File: src/rtl/butterfly2r_pipe_if.sv
// Handshake and data bundle for the radix-2 modular butterfly pipeline.
// master = upstream/downstream side, slave = the butterfly itself.
`timescale 1ns/1ps
interface butterfly2r_pipe_if #(
    parameter int W  = 16,
    parameter int SW = 5
);
    logic          in_valid;
    logic          in_ready;
    logic [W:0]    ai;
    logic [W:0]    bi;
    logic [SW-1:0] shift;
    logic          mode;
    logic          out_valid;
    logic          out_ready;
    logic [W:0]    ao;
    logic [W:0]    bo;
    logic          err;

    modport master (
        output in_valid, ai, bi, shift, mode, out_ready,
        input  in_ready, out_valid, ao, bo, err
    );

    modport slave (
        input  in_valid, ai, bi, shift, mode, out_ready,
        output in_ready, out_valid, ao, bo, err
    );
endinterface

File: src/rtl/butterfly2r_pipe.sv
// Three-stage radix-2 butterfly over the Fermat-style ring Z/(2^W+1),
// twiddles are powers of two realised as shift plus negate.
`timescale 1ns/1ps
module butterfly2r_pipe #(
    parameter int W  = 16,
    parameter int SW = 5
) (
    input  logic               clk,
    input  logic               rst_n,
    butterfly2r_pipe_if.slave  bus
);

    localparam logic [W+1:0] MOD   = {2'b01, {(W-1){1'b0}}, 1'b1};
    localparam logic [W:0]   TOP   = {1'b1, {W{1'b0}}};
    localparam logic [SW:0]  TWO_W = (SW+1)'(2*W);
    localparam logic [SW:0]  ONE_W = (SW+1)'(W);

    // Operands up to 2^(W+1)-1 are below 2*MOD, so one subtraction folds them.
    function automatic logic [W:0] fold_in(input logic [W:0] x);
        if (x > TOP)
            return x - MOD[W:0];
        return x;
    endfunction

    function automatic logic [W:0] madd(input logic [W:0] a, input logic [W:0] b);
        logic [W+1:0] s;
        s = {1'b0, a} + {1'b0, b};
        if (s >= MOD)
            s = s - MOD;
        return s[W:0];
    endfunction

    // a + MOD - b may wrap W+1 bits internally but the true result is < MOD.
    function automatic logic [W:0] msub(input logic [W:0] a, input logic [W:0] b);
        if (a >= b)
            return a - b;
        return a + MOD[W:0] - b;
    endfunction

    // x * 2^sh split into hi*2^W + lo, and 2^W == -1, so result = lo - hi.
    function automatic logic [W:0] twiddle(input logic [W:0]    x,
                                           input logic [SW-1:0] sh,
                                           input logic          neg);
        logic [2*W:0] p;
        logic [W:0]   r;
        p = {{W{1'b0}}, x} << sh;
        r = msub({1'b0, p[W-1:0]}, p[2*W:W]);
        if (neg)
            r = msub('0, r);
        return r;
    endfunction

    logic          en;
    logic          accept;

    logic          s_oor;
    logic [SW-1:0] s_red;
    logic          s_neg;
    logic [SW-1:0] s_sh;
    logic          op_oor;

    logic          v1;
    logic [W:0]    a1;
    logic [W:0]    b1;
    logic [SW-1:0] sh1;
    logic          neg1;
    logic          md1;

    logic          v2;
    logic [W:0]    p2;
    logic [W:0]    x2;
    logic [SW-1:0] sh2;
    logic          neg2;
    logic          md2;

    logic [W:0]    p2_d;
    logic [W:0]    x2_d;
    logic [W:0]    ao_d;
    logic [W:0]    bo_d;

    logic          v3;
    logic [W:0]    ao_q;
    logic [W:0]    bo_q;
    logic          err_q;

    assign en     = !v3 || bus.out_ready;
    assign accept = bus.in_valid && en;

    assign bus.in_ready  = en;
    assign bus.out_valid = v3;
    assign bus.ao        = ao_q;
    assign bus.bo        = bo_q;
    assign bus.err       = err_q;

    // Exponent decode: fold by the 2W period, then split into shift and sign.
    always_comb begin
        s_oor  = {1'b0, bus.shift} >= TWO_W;
        s_red  = s_oor ? bus.shift - TWO_W[SW-1:0] : bus.shift;
        s_neg  = {1'b0, s_red} >= ONE_W;
        s_sh   = s_neg ? s_red - ONE_W[SW-1:0] : s_red;
        op_oor = (bus.ai > TOP) || (bus.bi > TOP);
    end

    always_ff @(posedge clk or negedge rst_n) begin
        if (!rst_n) begin
            v1   <= 1'b0;
            a1   <= '0;
            b1   <= '0;
            sh1  <= '0;
            neg1 <= 1'b0;
            md1  <= 1'b0;
        end else if (en) begin
            v1   <= bus.in_valid;
            a1   <= fold_in(bus.ai);
            b1   <= fold_in(bus.bi);
            sh1  <= s_sh;
            neg1 <= s_neg;
            md1  <= bus.mode;
        end
    end

    // DIF forms sum/difference first; DIT applies the twiddle to b first.
    always_comb begin
        p2_d = a1;
        x2_d = twiddle(b1, sh1, neg1);
        if (!md1) begin
            p2_d = madd(a1, b1);
            x2_d = msub(a1, b1);
        end
    end

    always_ff @(posedge clk or negedge rst_n) begin
        if (!rst_n) begin
            v2   <= 1'b0;
            p2   <= '0;
            x2   <= '0;
            sh2  <= '0;
            neg2 <= 1'b0;
            md2  <= 1'b0;
        end else if (en) begin
            v2   <= v1;
            p2   <= p2_d;
            x2   <= x2_d;
            sh2  <= sh1;
            neg2 <= neg1;
            md2  <= md1;
        end
    end

    always_comb begin
        ao_d = p2;
        bo_d = twiddle(x2, sh2, neg2);
        if (md2) begin
            ao_d = madd(p2, x2);
            bo_d = msub(p2, x2);
        end
    end

    always_ff @(posedge clk or negedge rst_n) begin
        if (!rst_n) begin
            v3   <= 1'b0;
            ao_q <= '0;
            bo_q <= '0;
        end else if (en) begin
            v3   <= v2;
            ao_q <= ao_d;
            bo_q <= bo_d;
        end
    end

    always_ff @(posedge clk or negedge rst_n) begin
        if (!rst_n)
            err_q <= 1'b0;
        else if (accept && (op_oor || s_oor))
            err_q <= 1'b1;
    end

endmodule

File: src/flat_wrapper.sv
// flat-port wrapper written by rule: the top's interface ports become plain ports
module butterfly2r_pipe_flat 
#(
    parameter int W  = 16,
    parameter int SW = 5
)
  (clk, rst_n, bus_in_valid, bus_ai, bus_bi, bus_shift, bus_mode, bus_out_ready, bus_in_ready, bus_out_valid, bus_ao, bus_bo, bus_err);
  butterfly2r_pipe_if #(.W(W), .SW(SW)) bus_i ();
  input  logic clk;
  input  logic rst_n;
  input wire logic [$bits(bus_i.in_valid)-1:0] bus_in_valid;
  input wire logic [$bits(bus_i.ai)-1:0] bus_ai;
  input wire logic [$bits(bus_i.bi)-1:0] bus_bi;
  input wire logic [$bits(bus_i.shift)-1:0] bus_shift;
  input wire logic [$bits(bus_i.mode)-1:0] bus_mode;
  input wire logic [$bits(bus_i.out_ready)-1:0] bus_out_ready;
  output wire logic [$bits(bus_i.in_ready)-1:0] bus_in_ready;
  output wire logic [$bits(bus_i.out_valid)-1:0] bus_out_valid;
  output wire logic [$bits(bus_i.ao)-1:0] bus_ao;
  output wire logic [$bits(bus_i.bo)-1:0] bus_bo;
  output wire logic [$bits(bus_i.err)-1:0] bus_err;
  assign bus_i.in_valid = bus_in_valid;
  assign bus_i.ai = bus_ai;
  assign bus_i.bi = bus_bi;
  assign bus_i.shift = bus_shift;
  assign bus_i.mode = bus_mode;
  assign bus_i.out_ready = bus_out_ready;
  assign bus_in_ready = bus_i.in_ready;
  assign bus_out_valid = bus_i.out_valid;
  assign bus_ao = bus_i.ao;
  assign bus_bo = bus_i.bo;
  assign bus_err = bus_i.err;
  butterfly2r_pipe #(.W(W), .SW(SW)) u_core (.clk(clk), .rst_n(rst_n), .bus(bus_i));
endmodule
File: config.mk
export PLATFORM = sky130hd
export DESIGN_NAME = butterfly2r_pipe_flat
export DESIGN_NICKNAME = d
export VERILOG_FILES = /design/src/rtl/butterfly2r_pipe_if.sv /design/src/rtl/butterfly2r_pipe.sv /design/src/flat_wrapper.sv
export SDC_FILE = /design/constraint.sdc
export NUM_CORES = 1
export LEC_CHECK = 0
export BUFFER_PORTS_ARGS = -buffer_cell sky130_fd_sc_hd__buf_2
export CAP_MARGIN = 20
export CORE_ASPECT_RATIO = 0.6
export CORE_MARGIN = 4
export CORE_UTILIZATION = 54
export DETAILED_ROUTE_END_ITERATION = 10
export GPL_ROUTABILITY_DRIVEN = 1
export PLACE_DENSITY = 0.71
export SKIP_CTS_REPAIR_TIMING = 1
export SYNTH_ARGS = -nofsm -noshare
export SYNTH_HDL_FRONTEND = slang
export SYNTH_SLANG_ARGS = --single-unit
File: constraint.sdc
create_clock -name clk -period 8.3 [get_ports clk]
set_clock_uncertainty 0.15 [all_clocks]
set_input_delay 1.66 -clock clk [delete_from_list [all_inputs] [get_ports clk]]
set_output_delay 1.66 -clock clk [all_outputs]
set_load 0.05 [all_outputs]
Yosys cells after proc, flatten, opt, wreduce, memory -nomap -nowiden
Cells that the tools add are included.
Word-level totals
  register bits: 120
  bits in latches: 0
  RAM bits: 0
  memory bits (read-only): 0
  input bits: 44
  word-level logic and storage cells: 96
  memories kept: 0
Cells by class
  $add $sub $neg: 23
  multipliers: 0
  div/mod/pow operators: 0
  magnitude comparators: 11
  eq/ne operators: 0
  shifts and indexed selects: 2
  muxes and demuxes: 39
  bitwise gates (word level): 0
  reduce and logical (&&, ||, !) cells: 5
Operator list (count)
  $mux W17: 24
  $sub A17 B17 Y17: 6
  $sub A17 B17 Y17 const B: 4
  $shl A17 B5 Y33: 2
  $add A17 B17 Y18: 2
  $ge A18 B17 Y1 const B: 2
  $add A16 B17 Y17 const B: 2
  $add A17 B17 Y17 const B: 2
  $ge A1 B17 Y1 const A: 2
  $ge A16 B17 Y1: 2
  $ge A17 B17 Y1: 2
  $gt A17 B17 Y1 const B: 2
  $sub A1 B17 Y17 const A: 2
  $sub A16 B17 Y17: 2
  $sub A17 B17 Y17 const A: 2
  $mux W1: 14
  $ge A5 B5 Y1 const B: 1
  $mux W5: 1
  $sub A5 B5 Y5 const B: 1
  $logic_and A1 B1 Y1: 2
  $logic_or A1 B1 Y1: 2
  $logic_not A1 Y1: 1

Depth between registers and ports, before layout
Gate-level depths: netlist of the first run.
  word-level depth: 10
  gate-level depth with buffers: 33

Least setup slack after synthesis of the first run
Ideal clock, no wire load.
  path kind: reg2reg
  from: register u_core.sh1[0]
  to: register u_core.x2[10]
  data arrival time: 6.085 ns
  required time: 8.017 ns
  setup slack: 1.933 ns
  cell stages (with the launch flop): 28
  cell sequence: dfrtp_1 > buf_2 > buf_1 > mux2i_1 > or3_1 > nand2_1 > o21ai_0 > o22a_1 > ha_1 > inv_1 > ha_1 > fa_1 > a22oi_1 > o22ai_1 > o41a_1 > a31o_2 > a2111oi_0 > a211oi_1 > a22o_1 > or2_1 > nor4b_2 > nor2b_1 > ha_1 > a221o_1 > o21ai_0 > xnor2_1 > a211oi_1 > a21oi_1
Between the ends
  cells in the longest elaborated chain, start to end: 10
  elaborated cells between the ends (all ways): 17
  those cells by class: add/sub: 5; order compare: 2; shift: 1; mux: 9
Ends and longest elaborated chain
  start, declared: line butterfly2r_pipe.sv:65  | logic [SW-1:0] sh1;
  start signal, assigned: line butterfly2r_pipe.sv:116  | sh1 <= s_sh;
  $shl A17 B5 Y33 (*): line butterfly2r_pipe.sv:46  | p = {{W{1'b0}}, x} << sh;
  $add A16 B17 Y17 (tied with other cells): line butterfly2r_pipe.sv:37  | return a + MOD[W:0] - b;
  $sub A17 B17 Y17 (tied with other cells): line butterfly2r_pipe.sv:37
  $mux W17 (*): line butterfly2r_pipe.sv:37
  $ge A1 B17 Y1: line butterfly2r_pipe.sv:35  | if (a >= b)
  $mux W1: line butterfly2r_pipe.sv:35
  $mux W1: line butterfly2r_pipe.sv:48  | if (neg)
  $mux W17: line butterfly2r_pipe.sv:37
  $mux W17 (*): line butterfly2r_pipe.sv:48
  $mux W17 (*): line butterfly2r_pipe.sv:126  | if (!md1) begin
  end signal, assigned: line butterfly2r_pipe.sv:136  | x2 <= '0;
  end signal, assigned: line butterfly2r_pipe.sv:143  | x2 <= x2_d;
  end, declared: line butterfly2r_pipe.sv:71  | logic [W:0] x2;
Mark *: on every way between the ends. The rest lies on a longest branch, timed or not. The select of a mux whose other input is x is not followed.
A chain may end at the register's enable or synchronous reset.

Final worst setup path of the first run
  from: register u_core.sh1[0]
  to: register u_core.x2[2]
Same word-level chain as after synthesis.

==> metrics, run 1 <==
IO Count=81; vias per cell=6.29; NumNets Final=roughly 2900; Crit. End Element=flop; root buf cell=clkbuf_16; Max Cap Violations=0; Post-Syn Area=19300 sq um; Port Buf Inserts=80; GPL Wtd Cong=about 0.99; Post-DP HPWL=around 53000 um; Worst-Skew Late Latency=0.46 ns; num rows=53; CTS tree=built; Area Growth Syn to Fin=7.45%; Hold Path Class=flop to flop; Synth Net Count=2851; ant diodes=0; H-tree depth=4; sequential area share after synthesis=15.6%; relative slew slack=31.3%; worst path required time=8.47 ns; most frequent cells in the layout=272 x nand2_1, 234 x inv_1, 215 x nor2_1; CTS Buf Count=17; number of DRC markers in iteration 0=2178; final core occ=59.0%; Yosys top cell area share=roughly 16%; Yosys warning count=0; DIE WIDTH=about 250 um; Yosys cell types=92; Residual DRC=0; initial core utilization=54.9%; Final Non-Filler Cells=3058; most common cell after layout, fill and taps aside=nand2_1; first-pass GRT wire length=~100000 um; Slew Viols, Final=0; fin crit period=7.68 ns; Tot GR Track Use=33.9%; dpl ws=0.509 ns; worst-path maximum fanout=20; routed length per placed instance=about 22 um; fin crit share=92.5%; vias in the first global route=17967; antenna violations before repair=0; CP arrival=7.84 ns; RSZ-0062 raised after global routing=no; critical path type=flop to flop; clock sink count=120; Fin. Hold Viols=0; Synth area leaders=dfrtp_1 16%, ha_1 12%, fa_1 6.6%; ANT nets after route=0; Mapped Cells=between 2000 and 3000; number of synthesized flops with an enable pin=0; Die ar.=38900 sq um; cell taking the most area after synthesis=dfrtp_1; chip height=154 um; # setup viols final=0; Synth async-reset ratio=100%; 1st-pass router iterations=6; Worst Slack Setup Final=between 0.6 and 0.7 ns; core footprint=about 35000 sq um; total negative setup slack=0 ns; prevailing post-synth register cell=dfrtp_1; register bit total from synthesis=120; clock slew at reported path FFs=0.06 ns; Avg Inst Size Synth=7.52 sq um; final wirelength=66500 um; Setup crit start kind=flop; Placed Cells=3023; pin count of the biggest net entering global routing=76; # fillers=3243; Worst-Margin Slew=between 1 and 1.5 ns; layout cells sized above 1=8.41%; fmax=130 MHz; routed via count=around 19000; CTS Buffer Depth=2; status=complete, no violations; global route overflow=0
-- cell families (layout without fill, tap and decap cells) --
| group | Yosys count | count (layout) | synth area share (%) |
|---|---|---|---|
| compound gates | 685 | 685 | 22.8 |
| xor+xnor | 198 | 198 | 8.98 |
| fa+ha+maj | 242 | 242 | 18.2 |
| buf+inv | 357 | 383 | 7.04 |
| flops | 120 | 120 | 15.6 |
| mux | 104 | 104 | 6.28 |
| simple gates | 859 | 859 | 21.1 |
-- final timing paths --
path / cells after the start / slack, ns / from / end
setup / recovery: 23 / 0.62 / u_core.sh1[0] / u_core.x2[2]
hold / removal: 1 / 0.32 / u_core.v2 / u_core.bus.out_valid
setup reg to reg: 23 / 0.62 / u_core.sh1[0] / u_core.x2[2]
hold reg to reg: 1 / 0.32 / u_core.v2 / u_core.bus.out_valid
max in group asynchronous: 3 / 5.71 / rst_n / u_core.sh2[3]
min in group asynchronous: 1 / 1.05 / rst_n / u_core.a1[3]
-- worst max-delay path: stages (launching register included) --
cell and delay, ns:
dfrtp_2 0.64, buf_4 0.26, mux4_2 0.52, a21oi_1 0.40
o21ai_0 0.18, a22oi_1 0.38, ha_1 0.30, fa_1 0.55
a21oi_1 0.21, o22ai_1 0.12, o41a_1 0.37, a31o_2 0.31
a2111oi_0 0.40, a211oi_1 0.09, a22o_1 0.29, or2_1 0.26
nor4b_2 0.42, nor2b_1 0.20, ha_1 0.30, and2_1 0.26
o21ai_0 0.14, xnor2_1 0.51, a21o_1 0.21, o21ai_0 0.08
-- sequential cells by signal, indices dropped and copies added, names as in the netlist --
name	cells
u_core.sh2	5
u_core.md2	1
u_core.neg1	1
u_core.neg2	1
u_core.bus.out_valid	1
u_core.sh1	5
u_core.bus.err	1
u_core.p2	17
u_core.b1	17
u_core.md1	1
u_core.bus.ao	17
u_core.a1	17
u_core.v1	1
u_core.x2	17
u_core.bus.bo	17
u_core.v2	1
-- stage by stage --
step	hold slack, ns	instance area (sq um)
2_1_floorplan	0.280	19300
3_3_place_gp	0.290	20100
3_5_place_dp	0.303	20100
4_1_cts	0.317	20700
5_1_grt	0.337	20700
6_report	0.318	20700
-- final cells by class --
type / count / area, sq um / share of cell area, %
Multi-Input combinational cell: 2088 / 15000 / 72.1
Sequential cell: 120 / 3000 / 14.5
Inverter: 242 / 910 / 4.39
Timing Repair Buffer: 109 / 657 / 3.17
Tap cell: 467 / 584 / 2.82
Clock buffer: 21 / 470 / 2.27
Clock inverter: 11 / 158 / 0.760
-- routing by layer --
layer | wire (um) | track usage, %
met1 | 32100 | 53.3
met2 | 24800 | 44.3
met3 | 8550 | 11.7
met4 | 1010 | 6.33
met5 | 0 | 0
-- synth_stat cells, types with 16 or more instances --
library cell / instances
or3_1: 22
fa_1: 64
nand2_1: 272
xnor2_1: 124
nor4_1: 29
a22oi_1: 23
nor2_1: 216
o21a_1: 19
o21ai_0: 201
mux2_2: 16
a211oi_1: 24
inv_1: 235
a21oi_1: 163
o31ai_1: 21
nor2b_1: 38
dfrtp_1: 120
nand2b_1: 28
or2_2: 18
nand3_1: 56
and2_1: 19
clkbuf_1: 94
xor2_1: 74
a31oi_1: 31
o211ai_1: 29
mux2i_1: 76
ha_1: 178
a21o_1: 16
nor3_1: 80
and3_1: 21
Power of run 1 is not shown: default switching activity piles up to over one toggle a cycle in this logic, so the estimate is an artifact.
==> run 2, diff against run 1 <==
Settings changed: CORE_UTILIZATION 54 to 55, PLACE_DENSITY 0.71 to 0.72.
==> run 2 against run 1 <==
Global-route usage increased by 0.21 points; critical endpoint unchanged; routed wire length is 0.94% higher; highest routed layer unchanged; die area shrank 1.7%; largest cell class unchanged.
==> metrics, run 2 (synthesis gave the netlist of run 1 again) <==
CTS Buf Count=17; Worst Slack Setup Final=0.676 ns; fin crit share=91.9%; worst path required time=8.47 ns; num rows=52; total negative setup slack=0 ns; most frequent cells in the layout=272 x nand2_1, 234 x inv_1, 215 x nor2_1; IO Count=81; RSZ-0062 raised after global routing=no; Placed Cells=3012; global route overflow=0; core footprint=34200 sq um; Fin. Hold Viols=0; routed via count=approximately 20000; CTS Buffer Depth=2; relative slew slack=28.1%; Worst-Skew Late Latency=0.46 ns; chip height=153 um; vias per cell=approximately 6.4; # fillers=3160; ANT nets after route=0; Final Non-Filler Cells=3049; pin count of the biggest net entering global routing=70; layout cells sized above 1=8.38%; Area Growth Syn to Fin=7.31%; H-tree depth=4; CTS tree=built; Slowest-stage cell, CP=a211oi_1; status=complete, no violations; vias in the first global route=17740; most common cell after layout, fill and taps aside=nand2_1; # setup viols final=0; Most common cell on crit path=o21ai_0; NumNets Final=between 2000 and 3000; Tot GR Track Use=34.2%; Post-DP HPWL=between 50000 and 60000 um; critical path type=flop to flop; root buf cell=clkbuf_16; Port Buf Inserts=80; Residual DRC=0; number of DRC markers in iteration 0=2452; DIE WIDTH=250 um; initial core utilization=between 50% and 60%; dpl ws=0.782 ns; Max stage delay on crit path=~0.63 ns; first-pass GRT wire length=between 100000 and 150000 um; CP arrival=between 7 and 8 ns; 1st-pass router iterations=7; Worst-Margin Slew=1.07 ns; Setup crit start kind=flop; Hold Path Class=flop to flop; GPL Wtd Cong=1.00; final wirelength=67100 um; clock slew at reported path FFs=around 0.060 ns; antenna violations before repair=1; fin crit period=7.62 ns; clock sink count=120; Max Cap Violations=0; Slew Viols, Final=0; fmax=131 MHz; Die ar.=38300 sq um; routed length per placed instance=22.0 um; Crit. End Element=flop; worst-path maximum fanout=27
[run 2: metal layers]
metal | global-route usage [%] | part of all wire (%) | up-vias
met5 | 0 | 0 | -
met4 | 5.65 | 1.3 | 0
met3 | 11.3 | 13 | 74
met2 | 44.4 | 38 | 994
met1 | 54.4 | 48 | 9312
li1 | - | - | 9038
[run 2: final timing paths]
check	start	endpoint	slack, ns	cells after the start
hold / removal	u_core.v2	u_core.v2	0.31	2
min in group asynchronous	rst_n	u_core.a1[2]	1.10	1
setup reg to reg	u_core.b1[5]	u_core.x2[2]	0.68	28
max in group asynchronous	rst_n	u_core.bus.bo[1]	5.40	2
setup / recovery	u_core.b1[5]	u_core.x2[2]	0.68	28
hold reg to reg	u_core.v2	u_core.v2	0.31	2
[run 2: per-stage QoR]
step | util (%) | hold WS, ns | cell area [sq um]
2_1_floorplan | - | 0.280 | 19300
3_3_place_gp | 58.6 | 0.290 | 20000
3_5_place_dp | 58.6 | 0.300 | 20000
4_1_cts | 60.4 | 0.313 | 20600
5_1_grt | 60.6 | 0.331 | 20700
6_report | 60.6 | 0.311 | 20700
[run 2: area by class of cell]
type / instances / area, sq um / share of cell area (%)
Sequential cell: 120 / 3000 / 14.5
Multi-Input combinational cell: 2088 / 15000 / 72.2
Antenna cell: 1 / 2.50 / 0.0121
Timing Repair Buffer: 107 / 637 / 3.07
Clock inverter: 12 / 163 / 0.785
Clock buffer: 20 / 467 / 2.25
Inverter: 242 / 908 / 4.39
Tap cell: 459 / 574 / 2.77
[run 2: worst max-delay path, delay by kind of cell (launching register included)]
| family | cells | cell delay, ns |
|---|---|---|
| buf+inv | 4 | 0.77 |
| fa+ha+maj | 2 | 0.71 |
| flops | 1 | 0.43 |
| compound gates | 13 | 3.25 |
| simple gates | 8 | 1.74 |
| xor+xnor | 1 | 0.45 |
Power of run 2 is left out for the same reason.
==> run 3, diff against run 2 <==
Settings changed: CORE_UTILIZATION 55 to 45, PLACE_DENSITY 0.72 to not set.
==> run 3 against run 2 <==
Worst setup slack got worse by 0.11 ns; core utilization fell by 11 points; die area rose by 21%; cell count rose by 3.7%.
==> metrics, run 3 (synthesis gave the netlist of run 1 again) <==
worst-path maximum fanout=20; Most common cell on crit path=ha_1; dpl cell area=20200 sq um; Worst-Skew Late Latency=0.45 ns; final wirelength=67400 um; DIE WIDTH=275 um; Port Buf Inserts=80; Crit. End Element=flop; Max Cap Violations=0; CTS Buf Count=17; # fillers=4177; pin count of the biggest net entering global routing=77; IO Count=81; num rows=58; number of DRC markers in iteration 0=2107; most common cell after layout, fill and taps aside=nand2_1; H-tree depth=4; Setup crit start kind=flop; Residual DRC=0; 1st-pass router iterations=6; clock slew at reported path FFs=0.06 ns; core footprint=42100 sq um; # setup viols final=0; Buf/Inv on CP=1; Placed Cells=3127; vias in the first global route=17491; sequential cell area=between 3000 and 4000 sq um; Worst path top cell family by delay=compound AO/OA/AOI/OAI gates; relative slew slack=32.7%; Hold Path Class=flop to flop; CTS tree=built; GPL Wtd Cong=around 1; worst path required time=roughly 8.5 ns; CTS Buffer Depth=2; NumNets Final=2864; vias per cell=6.05; fin crit share=93.2%; CP arrival=7.95 ns; global route overflow=0; ANT nets after route=0; Worst-Margin Slew=0.999 ns; root buf cell=clkbuf_16; Final Non-Filler Cells=3161; ant diodes=0; fin crit period=7.73 ns; CP cell instances=inv_1 -> mux2i_1 -> mux2_2 -> o22a_1 -> ha_1 -> ha_1 -> fa_1 -> a22oi_1 -> o22ai_1 -> o41a_1 -> a31o_2 -> a2111oi_0 -> a211oi_1 -> a22o_1 -> or2_1 -> nor4b_2 -> nor2b_1 -> ha_1 -> and2_1 -> o21ai_0 -> xnor2_1 -> a21oi_1 -> a21oi_1; fmax=129 MHz; antenna violations before repair=0; Fin. Hold Viols=0; RSZ-0062 raised after global routing=no; clock sink count=between 100 and 150; Area Growth Syn to Fin=7.84%; post-route cell area=around 21000 sq um; first-pass GRT wire length=slightly above 100000 um; layout cells sized above 1=8.53%; initial core utilization=45.9%; routed via count=19113; Die ar.=46400 sq um; area of the multi-input gates=15000 sq um; status=complete, no violations; most frequent cells in the layout=272 x nand2_1, 234 x inv_1, 215 x nor2_1; Max stage delay on crit path=0.64 ns; critical path type=flop to flop; Slew Viols, Final=0; Tot GR Track Use=approximately 29%; chip height=168 um; routed length per placed instance=21.3 um; Slowest-stage cell, CP=inv_1; Post-DP HPWL=54400 um; total negative setup slack=0 ns
==> run 3: changes by cell type in the layout (fill, tap and decap cells not counted), moves of 2 or more <==
cell        before  now
buf_4           24   28
clkbuf_8         3    0
clkinv_2         1    5
clkinvlp_4       2    4
==> run 3: layout make-up <==
| class | count | area share, % |
|---|---|---|
| Multi-Input combinational cell | 2088 | 71.9 |
| Sequential cell | 120 | 14.4 |
| Inverter | 242 | 4.37 |
| Tap cell | 570 | 3.43 |
| Timing Repair Buffer | 109 | 3.10 |
| Clock buffer | 17 | 2.04 |
| Clock inverter | 15 | 0.739 |
==> run 3: final timing paths <==
path                                  end  cells after the start  slack (ns)            from
max in group asynchronous   u_core.sh2[1]                      2        5.58           rst_n
min                        u_core.bus.err                      1        0.31  u_core.bus.err
max reg2reg                  u_core.x2[4]                     23        0.57   u_core.sh1[2]
max                          u_core.x2[4]                     23        0.57   u_core.sh1[2]
min reg2reg                u_core.bus.err                      1        0.31  u_core.bus.err
min in group asynchronous    u_core.a1[3]                      1        1.00           rst_n
==> run 3: routing by layer <==
metal	track usage (%)	vias up	wire length (um)
met4	3.49	0	553
met3	8.32	38	7430
met1	47.1	9221	34100
met5	0	-	0
met2	37.2	822	25200
li1	-	9032	-
==> run 3: through the flow <==
step,utilization (%),hold WS (ns),setup WS (ns)
floorplan,-,0.280,1.93
global placement,47.9,0.292,0.781
detailed placement,48.0,0.300,0.613
CTS,49.4,0.315,0.587
global route,49.5,0.339,0.129
finish,49.5,0.311,0.565
Power of run 3 is left out for the same reason.
